===== src/rtl/apb_tb_pkg.sv =====
`timescale 1ns/1ps
// Shared address map for the APB register harness.
package apb_tb_pkg;
    localparam int unsigned NUM_RW   = 5;
    localparam int unsigned NUM_RO   = 3;
    localparam int unsigned ADDR_RW0 = 0;
    localparam int unsigned ADDR_RW1 = 1;
    localparam int unsigned ADDR_RW2 = 2;
    localparam int unsigned ADDR_RW3 = 3;
    localparam int unsigned ADDR_RW4 = 4;
    localparam int unsigned ADDR_RO0 = 5;
    localparam int unsigned ADDR_RO1 = 6;
    localparam int unsigned ADDR_RO2 = 7;
endpackage


===== src/rtl/apb_reg_slave.sv =====
`timescale 1ns/1ps
// APB3 zero-wait-state register file: 5 RW, 3 RO, rest unmapped.
module apb_reg_slave
    import apb_tb_pkg::*;
#(
    parameter int AWIDTH = 4,
    parameter int DWIDTH = 8
) (
    input  logic              pclk,
    input  logic              presetn,
    input  logic              psel,
    input  logic              penable,
    input  logic              pwrite,
    input  logic [AWIDTH-1:0] paddr,
    input  logic [DWIDTH-1:0] pwdata,
    input  logic [DWIDTH-1:0] regr [NUM_RO],
    output logic [DWIDTH-1:0] regw [NUM_RW],
    output logic [DWIDTH-1:0] prdata,
    output logic              pready,
    output logic              pslverr
);
    logic [31:0]       addr_i;
    logic              rw_hit;
    logic              ro_hit;
    logic              bad;
    logic [DWIDTH-1:0] rd_val;

    assign addr_i = 32'(paddr);

    always_comb begin
        rw_hit = 1'b0;
        ro_hit = 1'b0;
        case (addr_i)
            ADDR_RW0, ADDR_RW1, ADDR_RW2, ADDR_RW3, ADDR_RW4: rw_hit = 1'b1;
            ADDR_RO0, ADDR_RO1, ADDR_RO2:                     ro_hit = 1'b1;
            default: ;
        endcase
    end

    always_comb begin
        rd_val = '0;
        for (int i = 0; i < NUM_RW; i++)
            if (addr_i == 32'(i)) rd_val = regw[i];
        for (int i = 0; i < NUM_RO; i++)
            if (addr_i == 32'(ADDR_RO0 + i)) rd_val = regr[i];
    end

    assign bad     = pwrite ? !rw_hit : !(rw_hit || ro_hit);
    assign pslverr = psel && penable && bad && !presetn;
    assign pready  = 1'b1;

    always_ff @(posedge pclk or posedge presetn) begin
        if (presetn) begin
            for (int i = 0; i < NUM_RW; i++)
                regw[i] <= '0;
        end else if (psel && penable && pwrite && rw_hit) begin
            for (int i = 0; i < NUM_RW; i++)
                if (addr_i == 32'(i)) regw[i] <= pwdata;
        end
    end

    // Loaded on the setup edge so data is stable for the whole access phase.
    always_ff @(posedge pclk or posedge presetn) begin
        if (presetn)
            prdata <= '0;
        else if (psel && !penable && !pwrite)
            prdata <= rd_val;
    end
endmodule


===== config.mk =====
export PLATFORM = sky130hd
export DESIGN_NAME = apb_reg_slave
export DESIGN_NICKNAME = d
export VERILOG_FILES = /design/src/rtl/apb_tb_pkg.sv /design/src/rtl/apb_reg_slave.sv
export SDC_FILE = /design/constraint.sdc
export NUM_CORES = 1
export LEC_CHECK = 0
export ABC_AREA = 1
export CORE_MARGIN = 2
export CORE_UTILIZATION = 45
export CTS_BUF_LIST = sky130_fd_sc_hd__clkbuf_8 sky130_fd_sc_hd__clkbuf_16
export CTS_CLUSTER_SIZE = 16
export DETAILED_ROUTE_END_ITERATION = 10
export PLACE_DENSITY = 0.8
export SLEW_MARGIN = 5
export SYNTH_ARGS = -nofsm -noshare
export SYNTH_HDL_FRONTEND = slang
export SYNTH_SLANG_ARGS = --single-unit
export TNS_END_PERCENT = 100

===== constraint.sdc =====
create_clock -name pclk -period 1.7 [get_ports pclk]
set_input_delay 0.425 -clock pclk [delete_from_list [all_inputs] [get_ports pclk]]
set_output_delay 0.425 -clock pclk [all_outputs]
set_load 0.05 [all_outputs]

== Yosys cells after proc, flatten, opt, wreduce, memory -nomap -nowiden ==
Index checks and enable logic that the tools add are counted.
Word-level totals
  input port bits: 41
  bits in writable memories: 0
  memories: 0
  word-level logic and storage cells: 45
  output and inout bits: 50
  memory bits (read-only): 0
  bits in latches: 0
  flip-flop bits (word level): 48
Operators by class
  add/subtract/negate cells: 0
  eq/ne operators: 7
  bitwise operators: 0
  order comparisons: 0
  div/mod/pow operators: 0
  muxes and demuxes: 11
  multipliers: 0
  reduce and logical (&&, ||, !) cells: 21
  shifts and indexed selects: 0
Operators with widths (count)
  $mux 8: 8
  $logic_not 32->1: 1
  $eq 4x3->1 const B: 4
  $reduce_and 2->1: 5
  $eq 4x2->1 const B: 2
  $logic_and 1x1->1: 7
  $logic_not 1->1: 5
  $reduce_or 5->1: 1
  $eq 4x1->1 const B: 1
  $mux 1: 3
  $reduce_or 3->1: 1
  $logic_or 1x1->1: 1

== Longest topological paths before layout ==
Gate-level depths: netlist (run 1).
  depth after elaboration: 9
  gate-level depth with buffers: 10
  depth with buffers taken out: 9

== Least setup slack after synthesis (run 1) ==
No wires, ideal clock.
  path kind: input port to output port
  from: input paddr[1]
  to: output pslverr
  buffers on the path: 0
  cell stages on the path: 6
  required time: 1275 ps
  path slack: -540 ps
  data arrival time: 1815 ps
  cells stage by stage: nor2_4 -> nand3_2 -> nand2_2 -> nand2_4 -> o21ai_0 -> nor3_1
On the way
  cells in the longest elaborated chain, start to end: 8
  elaborated cells between the ends (all ways): 18
RTL lines
  start, declared: RTL line apb_reg_slave.sv:14  | input logic [AWIDTH-1:0] paddr,
  $logic_not 32->1, or another cell as far along: RTL line apb_reg_slave.sv:33  | case (addr_i)
  $reduce_or 5->1 or $reduce_or 3->1 (tied branches): RTL line apb_reg_slave.sv:33
  $mux 1: RTL line apb_reg_slave.sv:33
  $logic_or 1x1->1: RTL line apb_reg_slave.sv:48  | assign bad = pwrite ? !rw_hit : !(rw_hit || ro_hit);
  $logic_not 1->1: RTL line apb_reg_slave.sv:48
  $mux 1 (*): RTL line apb_reg_slave.sv:48
  $logic_and 1x1->1 (*) (2 in a row): RTL line apb_reg_slave.sv:49  | assign pslverr = psel && penable && bad && !presetn;
  end, declared: RTL line apb_reg_slave.sv:20  | output logic pslverr
Every way passes the cells marked *; elsewhere a longest branch is shown, timed or not.

== Final worst setup path (run 1) ==
  from: input paddr[2]
  to: output pslverr
The elaborated chain is that of the path after synthesis.

==> results of run 1 <==
==> path summary, 6_finish.rpt <==
path	endpoint	from	slack [ns]	depth (start not counted)
setup reg to reg	prdata[2]$_DFFE_PP0P_	regw[34]$_DFFE_PP0P_	0.48	6
hold reg to reg	prdata[2]$_DFFE_PP0P_	prdata[2]$_DFFE_PP0P_	0.50	2
max in group asynchronous	regw[38]$_DFFE_PP0P_	presetn	1.04	4
hold / removal	prdata[2]$_DFFE_PP0P_	presetn	0.24	3
setup / recovery	pslverr	paddr[2]	0.05	8
min in group pclk	prdata[2]$_DFFE_PP0P_	prdata[2]$_DFFE_PP0P_	0.50	2
==> through the flow <==
stage	util, %	power, W	cells	area, um2
after floorplan	-	0.00189	316	2600
after global placement	73.4	0.00245	495	4060
after detailed placement	73.4	0.00248	495	4060
after CTS	75.7	0.00321	505	4190
after global routing	75.7	0.00332	505	4200
final	75.7	0.00321	505	4200
==> Yosys cell counts, drive strengths merged <==
master | n | area (um2)
a21oi | 7 | 35.0
buf | 8 | 75.1
clkinv | 1 | 3.75
conb | 1 | 3.75
dfrtp | 48 | 1200
inv | 41 | 159
nand2 | 95 | 382
nand3 | 21 | 135
nand4 | 8 | 50.1
nor2 | 26 | 159
nor3 | 11 | 55.1
o21a | 1 | 7.51
o21ai | 47 | 314
or2 | 1 | 6.26
==> critical path, cell delays in order <==
cell and delay, ns:
buf_6 0.10, buf_6 0.11, nand3_4 0.07, nand2_2 0.07
nand2_4 0.07, o21ai_4 0.06, nor3_4 0.13, buf_6 0.18
==> logic make-up (layout without fill, tap and decap cells) <==
| group | after synthesis | in the layout |
|---|---|---|
| compound gates | 55 | 55 |
| simple gates | 162 | 162 |
| flops | 48 | 48 |
| other cells | 1 | 1 |
| buf+inv | 50 | 167 |
==> registers in the layout, summed over array words and instances, names as in the netlist <==
| signal | cells |
|---|---|
| prdata | 8 |
| regw | 40 |
==> power by group <==
part / leakage (nW) / internal, W / switching, W
clock: 0.0516 / 0.000334 / 0.000408
sequential: 0.589 / 0.00124 / 0.000109
combinational: 1.50 / 0.000475 / 0.000645
==> cell type report <==
type                            count  area [um2]  area share, %
Timing Repair Buffer              117        1460           34.8
Sequential cell                    48        1200           28.6
Multi-Input combinational cell    218        1180           28.2
Inverter                           42         163           3.88
Tap cell                           72        90.1           2.15
Clock buffer                        6        82.6           1.97
Clock inverter                      2        13.8          0.328
==> repair_timing <==
item,CTS,global route
pin swaps,2,1
resized for setup,29,3
setup buffers,2,0
setup endpoints to repair,41,1
endpoints found under the hold margin,0,0
==> cells in the final DEF (no fill, tap or decap), types with 2 or more instances in the layout <==
cell type	instances
a21oi_1	7
buf_12	39
buf_2	2
buf_4	37
buf_6	3
clkbuf_8	6
clkdlybuf4s50_1	32
clkinv_1	2
dfrtp_1	48
dlygate4sd2_1	3
inv_1	38
inv_6	2
nand2_1	88
nand2_2	4
nand2_4	3
nand3_1	18
nand3_4	3
nand4_1	8
nor2_1	20
nor2_2	2
nor2_8	3
nor3_1	10
o21ai_0	14
o21ai_1	11
o21ai_2	21
==> per-layer routing <==
metal / global-route usage, % / vias up / wire, um
met4: 9.32 / 0 / 192
li1: - / 1245 / -
met1: 35.9 / 1272 / 3240
met3: 5.09 / 19 / 600
met2: 49.1 / 110 / 4520
met5: 0 / - / 0
==> flow_summary.json, run 1 <==
{
  "status": "finished, final reports clean",
  "antennaDiodeCount": 0,
  "path_max_fanout": 2,
  "rsz0062_at_grt": "no",
  "drv_cap": 0,
  "io_pins": 91,
  "fin_ws_ns": 0.0540,
  "crit_path_end_kind": "primary output",
  "startpoint_type": "input pin",
  "grt_pass1_vias": 2758,
  "fp.dieArea_mm2": 0.00637,
  "ys_seq_area_share_pct": 46.4,
  "wire_per_inst_um": 16.9,
  "cts_buffers": 5,
  "grt_antenna_before_repair": 0,
  "clk_latency_ns": 0.31,
  "synth_fp_nets": 357,
  "min_period_over_period_pct": 96.8,
  "synth_top_family_by_area": "simple AND/OR/NAND/NOR gates",
  "finClkSkew_ns": 0.00963,
  "arrival_ns": 1.22,
  "synthXorXnorAreaFrac_pct": 0,
  "gp_congestion": 0.924,
  "overflow": 0,
  "die-width_um": 79.8,
  "core-area_mm2": 0.00554,
  "synth-compound-area-share_pct": 13.8,
  "drt_iter0_drc": 238,
  "syn_avg_cell_area_um2": 8.18,
  "wl_um": 8550,
  "htreeDepth": 2,
  "ir_worst_vdd_uv": 530,
  "finalSetupViolations": 0,
  "row_count": 27,
  "first_pass_iters": 4,
  "hold_ws_ns": 0.238,
  "synth-adder-area-share_pct": 0,
  "drtAntennaViolNets": 0,
  "power_leakage_nw": 2.14,
  "slew_violations": 0,
  "finalHoldViolCount": 0,
  "hpwl_um": 6710,
  "cp.required_ns": 1.27,
  "syn_area_mm2": 0.00259,
  "grt_usage_pct": 28.4,
  "vias": 2646,
  "min_path_type": "in2async",
  "max_clock_freq_mhz": 608,
  "cts_hold_buf": 0,
  "clk_pin_slew_ns": 0.09,
  "cts_sinks": 48,
  "grt_max_degree": 28,
  "tns_ns": 0,
  "cts_root_buf": "clkbuf_8",
  "nets": 473,
  "synth.distinct_cells": 27,
  "synthMuxAreaShare_pct": 0,
  "syn_inst": 316,
  "powerDensity_mw_per_mm2": 765,
  "grt_pass1_wl_um": 13700,
  "die_h_um": 79.8,
  "worstSetupPathType": "in2out",
  "syn_to_final_growth_pct": 62.3,
  "drc_errors": 0,
  "dp_slack_ns": -0.486,
  "tritoncts": "built",
  "drive_gt1_share_pct": 30.3,
  "yosys_warnings": 0,
  "n_fill_cell": 393,
  "initial_core_util_pct": 46.7,
  "via_per_inst": 5.24,
  "ys_ff_latch": 48,
  "cts_buffer_depth": 2,
  "synth_simple_gate_area_share_pct": 30.4,
  "numPortBuffers": 89,
  "period_needed_ns": 1.65
}
No activity file was read; power rests on OpenSTA's default activity.
==> run 2, diff against run 1 <==
==> constraint.sdc (replaced) <==
create_clock -name pclk -period 1.7 [get_ports pclk]
set_input_delay 0.51 -clock pclk [delete_from_list [all_inputs] [get_ports pclk]]
set_output_delay 0.51 -clock pclk [all_outputs]
set_load 0.05 [all_outputs]
==> run 2 against run 1 <==
Net effect: the run now ends with setup timing left; sequential share of layout area shrank 1.5 points; first-iteration DRC count shrank 6.3%; power grew 3.6%; clock power shrank 3.1%.
==> flow_summary.json, run 2 (synthesis gave the netlist of run 1 again) <==
{
  "arrival_ns": 1.23,
  "cpMaxStageDelayCell": "buf_6",
  "antennaDiodeCount": 0,
  "die-width_um": 79.8,
  "clk_latency_ns": 0.31,
  "powerDensity_mw_per_mm2": 751,
  "fin_ws_ns": -0.0434,
  "syn_to_final_growth_pct": 71.2,
  "path_max_fanout": 2,
  "critical_path_buf_inv_count": 2,
  "crit_chain": "buf_8 -> nor2_4 -> nand3_2 -> nand2_2 -> nand2_4 -> o21ai_4 -> nor3_4 -> buf_6",
  "final_common_cell": "nand2_1",
  "power_leakage_nw": 2.23,
  "wl_um": 9130,
  "comb_power_share_pct": 37.2,
  "htreeDepth": 2,
  "cts_root_buf": "clkbuf_8",
  "grt_pass1_vias": 2867,
  "top_regs": "regw: 40 flops, prdata: 8 flops",
  "finClkSkew_ns": 0.00992,
  "row_count": 27,
  "p_total_w": 0.00332,
  "tritoncts": "built",
  "pwr-share-clk_pct": 21.6,
  "numPortBuffers": 89,
  "gp_congestion": 0.916,
  "cts_hold_buf": 0,
  "violations": "setup timing",
  "cts_sinks": 48,
  "rsz0062_at_grt": "yes",
  "cts_buffers": 5,
  "min_path_type": "in2async",
  "drc_errors": 0,
  "final_util_pct": 79.9,
  "initial_core_util_pct": 46.7,
  "cp.required_ns": 1.19,
  "grt_pass1_wl_um": 14200,
  "switching_share_pct": 35.4,
  "grt_usage_pct": 29.8,
  "clk_pin_slew_ns": 0.08,
  "core-area_mm2": 0.00554,
  "min_period_over_period_pct": 103,
  "finalSetupViolations": 1,
  "mostFrequentLayoutCells": "nand2_1, buf_12, dfrtp_1",
  "status": "finished, violations left",
  "crit_path_max_incr_delay_ns": 0.15,
  "intPower_w": 0.00215,
  "overflow": 0,
  "n_fill_cell": 331,
  "nets": 481,
  "drtAntennaViolNets": 0,
  "vias": 2784,
  "max_clock_freq_mhz": 574,
  "finalHoldViolCount": 0,
  "drv_cap": 0,
  "ir_worst_vdd_uv": 733,
  "hold_ws_ns": 0.445,
  "crit_family": "simple AND/OR/NAND/NOR gates",
  "io_pins": 91,
  "first_pass_iters": 4,
  "drt_iter0_drc": 223,
  "slew_violations": 0,
  "grt_antenna_before_repair": 0,
  "fp.dieArea_mm2": 0.00637,
  "worstSetupPathType": "in2out",
  "largest_register": "regw",
  "startpoint_type": "input pin",
  "cts_buffer_depth": 2,
  "via_per_inst": 5.43,
  "die_h_um": 79.8,
  "hpwl_um": 6850,
  "grt_max_degree": 26,
  "switching_power_w": 0.00118,
  "wire_per_inst_um": 17.8,
  "crit_path_end_kind": "primary output",
  "regArea_mm2": 0.00120,
  "largest_register_ffs": 40,
  "tns_ns": -0.0434,
  "period_needed_ns": 1.74,
  "seqPwrFrac_pct": 41.2,
  "multi_input_area_mm2": 0.00119,
  "drive_gt1_share_pct": 32.4
}
run 2: timing repair:
action                     4_1_cts  5_1_grt
gates cloned                     0        1
setup buffers                    4        0
resized for setup               35        6
setup endpoints to repair       49       14
pin swaps                        4        1
run 2: metrics by stage:
stage,setup WS [ns],cell area [um2],instances
floorplan,-0.132,2600,316
global placement,-0.560,4260,500
detailed placement,-0.621,4260,500
CTS,-0.0344,4400,512
global route,-0.0675,4430,513
finish,-0.0434,4430,513
run 2: path summary, 6_finish.rpt:
| check | start | to | slack (ns) | depth (start not counted) |
|---|---|---|---|---|
| worst max-delay path | paddr[0] | pslverr | -0.04 | 8 |
| max in group asynchronous | presetn | regw[8]$_DFFE_PP0P_ | 0.84 | 4 |
| worst min register to register | prdata[0]$_DFFE_PP0P_ | prdata[0]$_DFFE_PP0P_ | 0.56 | 2 |
| min in group pclk | prdata[0]$_DFFE_PP0P_ | prdata[0]$_DFFE_PP0P_ | 0.56 | 2 |
| worst max register to register | regw[23]$_DFFE_PP0P_ | prdata[7]$_DFFE_PP0P_ | 0.42 | 6 |
| worst min-delay path | presetn | prdata[6]$_DFFE_PP0P_ | 0.44 | 3 |
run 2: power by group through the flow:
| stage | logic [W] | clock network [W] | registers [W] |
|---|---|---|---|
| floorplan | 0.000223 | 0 | 0.00167 |
| global placement | 0.00119 | 0 | 0.00138 |
| detailed placement | 0.00122 | 0 | 0.00139 |
| CTS | 0.00123 | 0.000730 | 0.00137 |
| global route | 0.00129 | 0.000755 | 0.00138 |
| finish | 0.00124 | 0.000718 | 0.00137 |
run 2: cell type report:
class / instances / share of cell area (%)
clock buffers: 6 / 1.87
clock inverters: 2 / 0.254
inverters: 42 / 3.76
multi-input cells: 218 / 26.8
flip-flops and latches: 48 / 27.1
well taps: 72 / 2.04
repair buffers: 124 / 38.0
repair inverters: 1 / 0.113
run 2: worst min-delay path, delay by kind of cell:
| family | cells | cell delay (ns) |
|---|---|---|
| buf+inv | 3 | 0.63 |
run 2: per-layer routing:
metal / GRT usage (%) / vias up / part of all wire (%)
met1: 35.4 / 1353 / 36
li1: - / 1254 / -
met3: 4.98 / 30 / 6.9
met5: 0 / - / 0
met4: 14.4 / 0 / 3.6
met2: 52.1 / 147 / 53
==> run 3, diff against run 2 <==
--- a/config.mk
+++ b/config.mk
@@ -6,6 +6,7 @@
 export NUM_CORES = 1
 export LEC_CHECK = 0
 export ABC_AREA = 1
+export CAP_MARGIN = 10
 export CORE_MARGIN = 2
 export CORE_UTILIZATION = 45
 export CTS_BUF_LIST = sky130_fd_sc_hd__clkbuf_8 sky130_fd_sc_hd__clkbuf_16
==> constraint.sdc (replaced) <==
create_clock -name pclk -period 1.7 [get_ports pclk]
set_input_delay 0.51 -clock pclk [delete_from_list [all_inputs] [get_ports pclk]]
set_output_delay 0.51 -clock pclk [all_outputs]
set_load 0.1 [all_outputs]
==> run 3 against run 2 <==
Net effect: first-iteration DRC count rose by 19%; global-route usage fell by 2.2 points; flip-flop and latch count did not move; the run still ends with setup timing left; highest routed layer unchanged; largest power group is now combinational cells; critical path type unchanged; sequential power barely moved; register-to-register slack improved by 0.03 ns.
==> flow_summary.json, run 3 (synthesis gave the netlist of run 1 again) <==
{
  "crit_path_end_kind": "primary output",
  "worst_r2r_startpoint": "regw[34]$_DFFE_PP0P_",
  "dp_cells": 499,
  "drive_gt1_share_pct": 32.7,
  "period_needed_ns": 1.80,
  "initial_core_util_pct": 46.7,
  "n_fill_cell": 330,
  "path_max_fanout": 3,
  "cts_buffers": 5,
  "final_common_cell": "nand2_1",
  "nets": 480,
  "slew_violations": 0,
  "first_pass_iters": 5,
  "cts_hold_buf": 0,
  "drc_errors": 0,
  "use_met1_pct": 35.9,
  "tritoncts": "built",
  "worstSetupPathType": "in2out",
  "powerDensity_mw_per_mm2": 868,
  "timing.rr.end": "prdata[2]$_DFFE_PP0P_",
  "min_period_over_period_pct": 106,
  "cts_sinks": 48,
  "grt_pass1_wl_um": 13200,
  "htreeDepth": 2,
  "cp.required_ns": 1.19,
  "numPortBuffers": 89,
  "grt_use_met3_pct": 4.98,
  "row_count": 27,
  "grt_usage_pct": 27.6,
  "final_util_pct": 80.4,
  "antennaDiodeCount": 0,
  "drv_cap": 0,
  "rsz0062_at_grt": "yes",
  "top_usage_layer": "met2",
  "hpwl_um": 6530,
  "wire_per_inst_um": 16.5,
  "grt_max_degree": 26,
  "finalHoldViolCount": 0,
  "die_h_um": 79.8,
  "largest_register": "regw",
  "grt_antenna_before_repair": 0,
  "fp.dieArea_mm2": 0.00637,
  "wl_um": 8470,
  "drt_iter0_drc": 265,
  "regArea_mm2": 0.00120,
  "ir_worst_vdd_uv": 538,
  "min_path_type": "in2async",
  "dp_slack_ns": -0.636,
  "final_cell_count_no_fill": 512,
  "io_pins": 91,
  "clk_latency_ns": 0.31,
  "startpoint_type": "input pin",
  "gp_congestion": 0.829,
  "cts_buffer_depth": 2,
  "multi_input_area_mm2": 0.00118,
  "use_met2_pct": 45.2,
  "drtAntennaViolNets": 0,
  "hold_ws_ns": 0.441,
  "r2r_cells": 6,
  "mostFrequentLayoutCells": "nand2_1, buf_12, dfrtp_1",
  "status": "finished, violations left",
  "arrival_ns": 1.29,
  "rrSetupSlack_ns": 0.45,
  "core-area_mm2": 0.00554,
  "power_leakage_nw": 2.25,
  "largest_register_ffs": 40,
  "die-width_um": 79.8,
  "via_per_inst": 5.28,
  "clk_pin_slew_ns": 0.08,
  "finalSetupViolations": 1,
  "p_total_w": 0.00387,
  "grt_pass1_vias": 2715,
  "max_clock_freq_mhz": 554,
  "top_regs": "regw: 40 flops, prdata: 8 flops",
  "fin_ws_ns": -0.104,
  "violations": "setup timing",
  "finClkSkew_ns": 0.00764,
  "overflow": 0,
  "vias": 2702,
  "syn_to_final_growth_pct": 72.2,
  "cts_root_buf": "clkbuf_8"
}
## run 3: cell count changes in the layout (fill, tap and decap cells not counted), sizes merged
cell           change
clkdlybuf4s15      -1
clkinvlp           -3
clkinv             +2
inv                -1
buf                +1
bufinv             +1
## run 3: metal layers
metal / wire, um / vias up
met2: 4380 / 130
met3: 530 / 27
met5: 0 / -
met4: 250 / 0
li1: - / 1256
met1: 3310 / 1289
## run 3: timing repair
| item | CTS | global route |
|---|---|---|
| endpoints found under the setup margin | 49 | 12 |
| pin swaps | 5 | 1 |
| setup buffers | 4 | 1 |
| endpoints found under the hold margin | 0 | 0 |
| resized for setup | 34 | 5 |
## run 3: cell type report
type	instances	share of cell area [%]
Tap cell	72	2.02
Clock inverter	2	0.871
Multi-Input combinational cell	218	26.6
Timing Repair Buffer	124	38.0
Sequential cell	48	27.0
Inverter	42	3.65
Clock buffer	6	1.85
## run 3: per-stage QoR
step	area [um2]	setup TNS (ns)
after global routing	4450	-0.130
after detailed placement	4270	-27.33
after floorplan	2600	-0.463
final	4450	-0.104
after CTS	4440	-0.0885
after global placement	4270	-23.27
## run 3: report_power, final
part / switching [W] / leakage, nW / internal [W]
clock: 0.000392 / 0.0614 / 0.000481
sequential: 0.000129 / 0.589 / 0.00124
combinational: 0.00103 / 1.60 / 0.000593
## run 3: how the worst max path moves through the flow
| stage | start | cells after the start | slack [ns] | end |
|---|---|---|---|---|
| after floorplan | paddr[1] | 6 | -0.46 | pslverr |
| after global placement | paddr[1] | 10 | -0.58 | regw[21]$_DFFE_PP0P_ |
| after detailed placement | paddr[1] | 8 | -0.64 | pslverr |
| after CTS | paddr[0] | 8 | -0.09 | pslverr |
| after global routing | paddr[0] | 8 | -0.13 | pslverr |
| final | paddr[3] | 8 | -0.10 | pslverr |
## run 3: worst max-delay path, cell delays in order
cell,delay [ns]
buf_6,0.08
inv_2,0.04
nand3_2,0.08
nand2_2,0.07
nand2_4,0.07
o21ai_4,0.06
nor3_4,0.17
buf_12,0.20
